`src/rtl/if_prefetch_queue.sv`:
```
// if_prefetch_queue: IF-stage prefetch queue that buffers fetched halfwords and realigns mixed RV32C/RV32I streams for ID.
module if_prefetch_queue #(
    parameter int                DEPTH     = 8,
    parameter int                FETCH_W   = 32,
    parameter int                MAX_OUTST = 2,
    parameter int                ADDR_W    = 32,
    parameter logic [ADDR_W-1:0] RESET_PC  = '0
) (
    input  logic                     clk,
    input  logic                     reset,
    output logic                     imem_req_valid,
    output logic [ADDR_W-1:0]        imem_req_addr,
    input  logic                     imem_req_ready,
    input  logic                     imem_rsp_valid,
    input  logic [FETCH_W-1:0]       imem_rsp_data,
    input  logic                     redirect_i,
    input  logic [ADDR_W-1:0]        redirect_pc_i,
    output logic                     instr_valid_o,
    output logic [31:0]              instr_o,
    output logic [ADDR_W-1:0]        instr_pc_o,
    output logic                     is_compress_o,
    input  logic                     instr_ready_i,
    output logic [$clog2(DEPTH):0]   level_o
);
    localparam int HPF = FETCH_W / 16;
    localparam int PW  = $clog2(DEPTH);
    localparam int LW  = PW + 1;
    localparam int SW  = $clog2(HPF);
    localparam int OW  = $clog2(MAX_OUTST + 1);
    localparam logic [ADDR_W-1:0] ALIGN = ~ADDR_W'(FETCH_W / 8 - 1);

    typedef enum logic [1:0] {EMPTY, PARTIAL, READY} cstate_t;

    logic [15:0]       r_q [DEPTH];
    logic [PW-1:0]     r_rd, r_wr;
    logic [LW-1:0]     r_level;
    logic [OW-1:0]     r_outst, r_stale;
    logic [SW-1:0]     r_skip;
    logic [ADDR_W-1:0] r_addr, r_pc;

    logic [15:0]       w_hw0, w_hw1;
    logic              w_comp, w_valid, w_req, w_hs, w_rsp, w_keep, w_pop;
    logic [LW-1:0]     w_kept, w_popped;
    logic [OW-1:0]     w_outst_nxt;
    cstate_t           w_state;

    assign w_hw0  = r_q[r_rd];
    assign w_hw1  = r_q[r_rd + PW'(1)];
    assign w_comp = w_hw0[1:0] != 2'b11;

    // PARTIAL: only the low half of a 32-bit instruction has arrived
    always_comb w_state = (r_level == '0) ? EMPTY :
                          (!w_comp && r_level == LW'(1)) ? PARTIAL : READY;

    assign w_valid  = w_state == READY;
    assign w_req    = !reset && (int'(r_outst) < MAX_OUTST) &&
                      (DEPTH - int'(r_level) >= HPF * (int'(r_outst) + 1));
    assign w_hs     = w_req && imem_req_ready;
    // a response with nothing outstanding (e.g. one issued before reset) is dropped
    assign w_rsp    = imem_rsp_valid && r_outst != '0;
    assign w_keep   = w_rsp && !redirect_i && r_stale == '0;
    assign w_pop    = w_valid && instr_ready_i && !redirect_i;
    assign w_kept   = w_keep ? LW'(HPF) - LW'(r_skip) : '0;
    assign w_popped = w_pop ? (w_comp ? LW'(1) : LW'(2)) : '0;
    assign w_outst_nxt = r_outst + OW'(w_hs) - OW'(w_rsp);

    assign imem_req_valid = w_req;
    assign imem_req_addr  = r_addr;
    assign instr_valid_o  = w_valid;
    assign instr_o        = w_valid ? (w_comp ? {16'h0000, w_hw0} : {w_hw1, w_hw0}) : '0;
    assign is_compress_o  = w_valid && w_comp;
    assign instr_pc_o     = r_pc;
    assign level_o        = r_level;

    always_ff @(posedge clk or posedge reset) begin
        if (reset) begin
            r_rd    <= '0;
            r_wr    <= '0;
            r_level <= '0;
            r_outst <= '0;
            r_stale <= '0;
            r_skip  <= RESET_PC[1 +: SW];
            r_addr  <= RESET_PC & ALIGN;
            r_pc    <= RESET_PC;
        end else begin
            r_outst <= w_outst_nxt;
            if (redirect_i) begin
                r_rd    <= '0;
                r_wr    <= '0;
                r_level <= '0;
                r_stale <= w_outst_nxt;
                r_skip  <= redirect_pc_i[1 +: SW];
                r_addr  <= redirect_pc_i & ALIGN;
                r_pc    <= redirect_pc_i;
            end else begin
                r_level <= r_level + w_kept - w_popped;
                r_rd    <= r_rd + PW'(w_popped);
                r_wr    <= r_wr + PW'(w_kept);
                if (w_rsp && r_stale != '0) r_stale <= r_stale - OW'(1);
                if (w_keep) r_skip <= '0;
                if (w_hs) r_addr <= r_addr + ADDR_W'(FETCH_W / 8);
                if (w_pop) r_pc <= r_pc + (w_comp ? ADDR_W'(2) : ADDR_W'(4));
            end
        end
    end

    always_ff @(posedge clk) begin
        if (w_keep)
            for (int i = 0; i < HPF; i++)
                if (i >= int'(r_skip))
                    r_q[r_wr + PW'(i) - PW'(r_skip)] <= imem_rsp_data[16*i +: 16];
    end
endmodule

```
`config.mk`:
```
export PLATFORM = sky130hd
export DESIGN_NAME = if_prefetch_queue
export DESIGN_NICKNAME = d
export VERILOG_FILES = /design/src/rtl/if_prefetch_queue.sv
export SDC_FILE = /design/constraint.sdc
export NUM_CORES = 1
export LEC_CHECK = 0
export ABC_CLOCK_PERIOD_IN_PS = 4300
export CAP_MARGIN = 20
export CORE_MARGIN = 2
export CORE_UTILIZATION = 30
export CTS_CLUSTER_SIZE = 16
export DETAILED_ROUTE_END_ITERATION = 7
export GPL_ROUTABILITY_DRIVEN = 0
export PLACE_DENSITY_LB_ADDON = 0.05
export SYNTH_ARGS = -nofsm -noshare
export SYNTH_HDL_FRONTEND = slang
export SYNTH_SLANG_ARGS = --single-unit
```
`constraint.sdc`:
```
create_clock -name clk -period 4.3 [get_ports clk]
set_input_delay 0.43 -clock clk [delete_from_list [all_inputs] [get_ports clk]]
set_output_delay 0.43 -clock clk [all_outputs]
set_load 0.02 [all_outputs]
```
==> reports/results.ini <==
[layout]
layout.nets=1252
seq_area_sq_um=5776
area_growth_pct=26.88
fill_cells=4031
antenna_cells=0
drive_above_1_share_pct=27.13
fin_cells=1704
final_cell_area_sq_um=15800
multi_input_area_sq_um=6387

[synth]
yosysWarnings=0
synthesis.area_sq_um=12450
ys_ff_latch=205
postSynthCellCount=973
synth_flop_cell=edfxtp_1
ys_seq_area_share_pct=46.33
syn_area_per_cell_sq_um=12.80
yosysTopAreaCellShare_pct=30.86
yosysTopAreaCell=edfxtp_1
synthArstFlopShare_pct=37.56
synth.distinct_cells=62
synthTopCellsByArea=edfxtp_1 31%, dfrtp_1 15%, mux2_2 13%
synth_enable_flop_cells=128

[clock_tree]
clock_sinks=205
clkTransAtPathRegs_ps=60
cts-root-buf=clkbuf_16
ctsHtreeMaxLevel=1
postCtsSetupBuffers=0
cts_buffer_depth=3
cts_made_buffers=27
cts_tree=done
clk_latency_ps=540
cts_hold_buf=0

[placement]
place_area_sq_um=14970
dp.cells=1654
post-place-ws_ps=484.0
hpwl_um=26870
portBuffers=170

[worst_setup_path]
r2r_slack_ps=550
reg2reg_depth=10
cp-endpoint=instr_o[7]
startpoint_type=register
arrival_ps=3620
critical_path.max_fanout=17
setup.worst_path.start=r_rd[0]
r2r-end=instr_pc_o[8]
cp.required_ps=3870
cp-end-kind=output port
worstSetupPathType=register to output port
r2r_start=r_rd[0]

[timing]
max_freq_ghz=0.2470
min_period_over_period_pct=94.16
fin_crit_ps=4049
maxSlewViolCount=0
setup_tns_ps=0
grt_setup_unrepaired=no
setup_viol_count_final=0
tightest_slew_ps=892.9
fin_worst_skew_ps=14.13
fin_ws_ps=251.0
finalHoldViolCount=0
max_slew_margin_pct=40.47

[floorplanning]
dieArea_sq_um=43160
core_region_area_sq_um=40920
dieWidth_um=207.8
die_y_um=207.8
ios=173
start_util_pct=30.43
fp-row-count=74

[power_and_ir_drop]
vdd_ir_drop_max_mv=0.2342
p_leak_nw=5.502
clkPwrFrac_pct=29.1
power_frac_comb_pct=38.0
powerDensity_nw_per_um2=468.8
p_int_mw=4.797
power_mw=7.408
power_switching_mw=2.611
swShare_pct=35.24
seqPwrFrac_pct=32.8

[drt]
wl_per_cell_um=23.58
dr.pass1.iters=5
drc=0
vias_per_cell=5.237
via_count=8923
first_iter_violations=485
finalWirelength_um=40190
ant_nets=0

[status]
status=finished clean

[global_routing]
antenna_found_initial=1
grt_pass1_vias=9216
overflow=0
grt.total_usage_pct=18.58
grt_pass1_wl_um=60840
grt_max_degree=66

[worst_hold_path]
hold_path.class=input port to register

[job]
maxCapViolCount=0

[worst min path at each step]
stage | depth (start not counted) | endpoint | from
6_report | 2 | r_wr[2] | redirect_i
5_1_grt | 2 | level_o[3] | redirect_i
4_1_cts | 2 | level_o[3] | redirect_i
3_5_place_dp | 1 | instr_pc_o[0] | instr_pc_o[0]
3_3_place_gp | 1 | instr_pc_o[0] | instr_pc_o[0]
2_1_floorplan | 1 | r_outst[0] | r_outst[0]
[power by group through the flow]
stage | clock network, mW | logic [mW] | registers (mW)
5_1_grt | 2.30 | 3.10 | 2.46
2_1_floorplan | 0 | 1.67 | 2.52
6_report | 2.16 | 2.82 | 2.43
3_5_place_dp | 0 | 2.85 | 2.47
4_1_cts | 2.23 | 2.87 | 2.44
3_3_place_gp | 0 | 2.84 | 2.47
[cell usage in the layout, fill, tap and decap left out, types with 9 or more instances in the layout]
cell	synthesis	final
clkbuf_16	0	27
mux2i_1	17	17
o2111ai_1	9	9
mux2_2	146	146
nand3_1	15	15
a31oi_1	12	12
a21oi_1	30	30
clkdlybuf4s50_1	0	169
xor2_1	11	11
ha_1	26	25
inv_1	38	36
edfxtp_1	128	128
xnor2_1	41	40
buf_4	2	34
nor2_1	51	51
o21ai_0	11	9
mux4_2	64	64
nand2b_1	11	11
dfrtp_1	77	75
nand4_1	12	12
o31a_1	12	12
nand2_1	69	69
nor3_1	12	12
[cells by family (layout without fill, tap and decap cells)]
group	Yosys count	after routing	synth area share (%)
adders and majority gates	31	31	3.416
muxes	229	229	26.50
other	1	2	0.03011
DFF	205	205	46.33
and+or+nand+nor	236	236	10.14
xor gates and xnor gates	52	52	3.657
buffers and inverters	97	295	3.185
AOI/OAI and AO/OA	122	122	6.741
[worst max-delay path, stage by stage (launching register included)]
cell and delay, ps:
dfrtp_4 570, mux4_2 570, mux2i_4 300, nor2_1 210
and2_1 200, o21a_2 380, nor2_1 190, clkdlybuf4s50_1 620
[cells in the mapped netlist (8+ instances only)]
master     number
a21oi_1        30
a31oi_1        12
and4_1          8
buf_1           8
buf_2           8
clkbuf_1       38
dfrtp_1        77
edfxtp_1      128
ha_1           26
inv_1          38
mux2_2        146
mux2i_1        17
mux4_2         64
nand2_1        69
nand2b_1       11
nand3_1        15
nand4_1        12
nor2_1         51
nor2b_1         8
nor3_1         12
nor4_1          8
o2111ai_1       9
o21ai_0        11
o31a_1         12
o31ai_1         9
xnor2_1        41
xor2_1         11
[per-layer routing]
layer / part of all wire [%] / global-route usage [%] / vias up / wire length, um
met4: 1.6 / 3.546 / 0 / 649
met1: 46 / 26.19 / 4614 / 18550
met5: 0 / 0 / - / 0
met2: 48 / 30.63 / 194 / 19330
met3: 4.1 / 2.663 / 40 / 1661
li1: - / - / 4075 / -
[timing repair]
action / 4_1_cts / 5_1_grt
hold endpoints to repair: 0 / 0
endpoints found under the setup margin: 16 / 0
resized for setup: 1 / 0
[cell type report]
| cell class | count | area share [%] |
|---|---|---|
| clock buffer | 33 | 4.418 |
| inverter | 39 | 0.9343 |
| sequential | 205 | 36.55 |
| timing repair buffer | 206 | 12.65 |
| clock inverter | 17 | 0.8155 |
| multi-input combinational | 672 | 40.42 |
| tap | 532 | 4.212 |
[per-stage QoR]
stage / hold WS (ps) / util, %
after global routing: 291.3 / 38.61
after detailed placement: 503.7 / 36.59
final: 313.0 / 38.61
after floorplan: 528.1 / -
after global placement: 498.6 / 36.52
after CTS: 279.1 / 38.61
[flip-flops by register name, summed over array words and instances, names as in the netlist]
name,flops
imem_req_addr,30
r_skip,1
r_outst,2
r_stale,2
r_rd,3
instr_pc_o,32
level_o,4
r_wr,3
r_q,128
(Power assumes the default switching activity.)
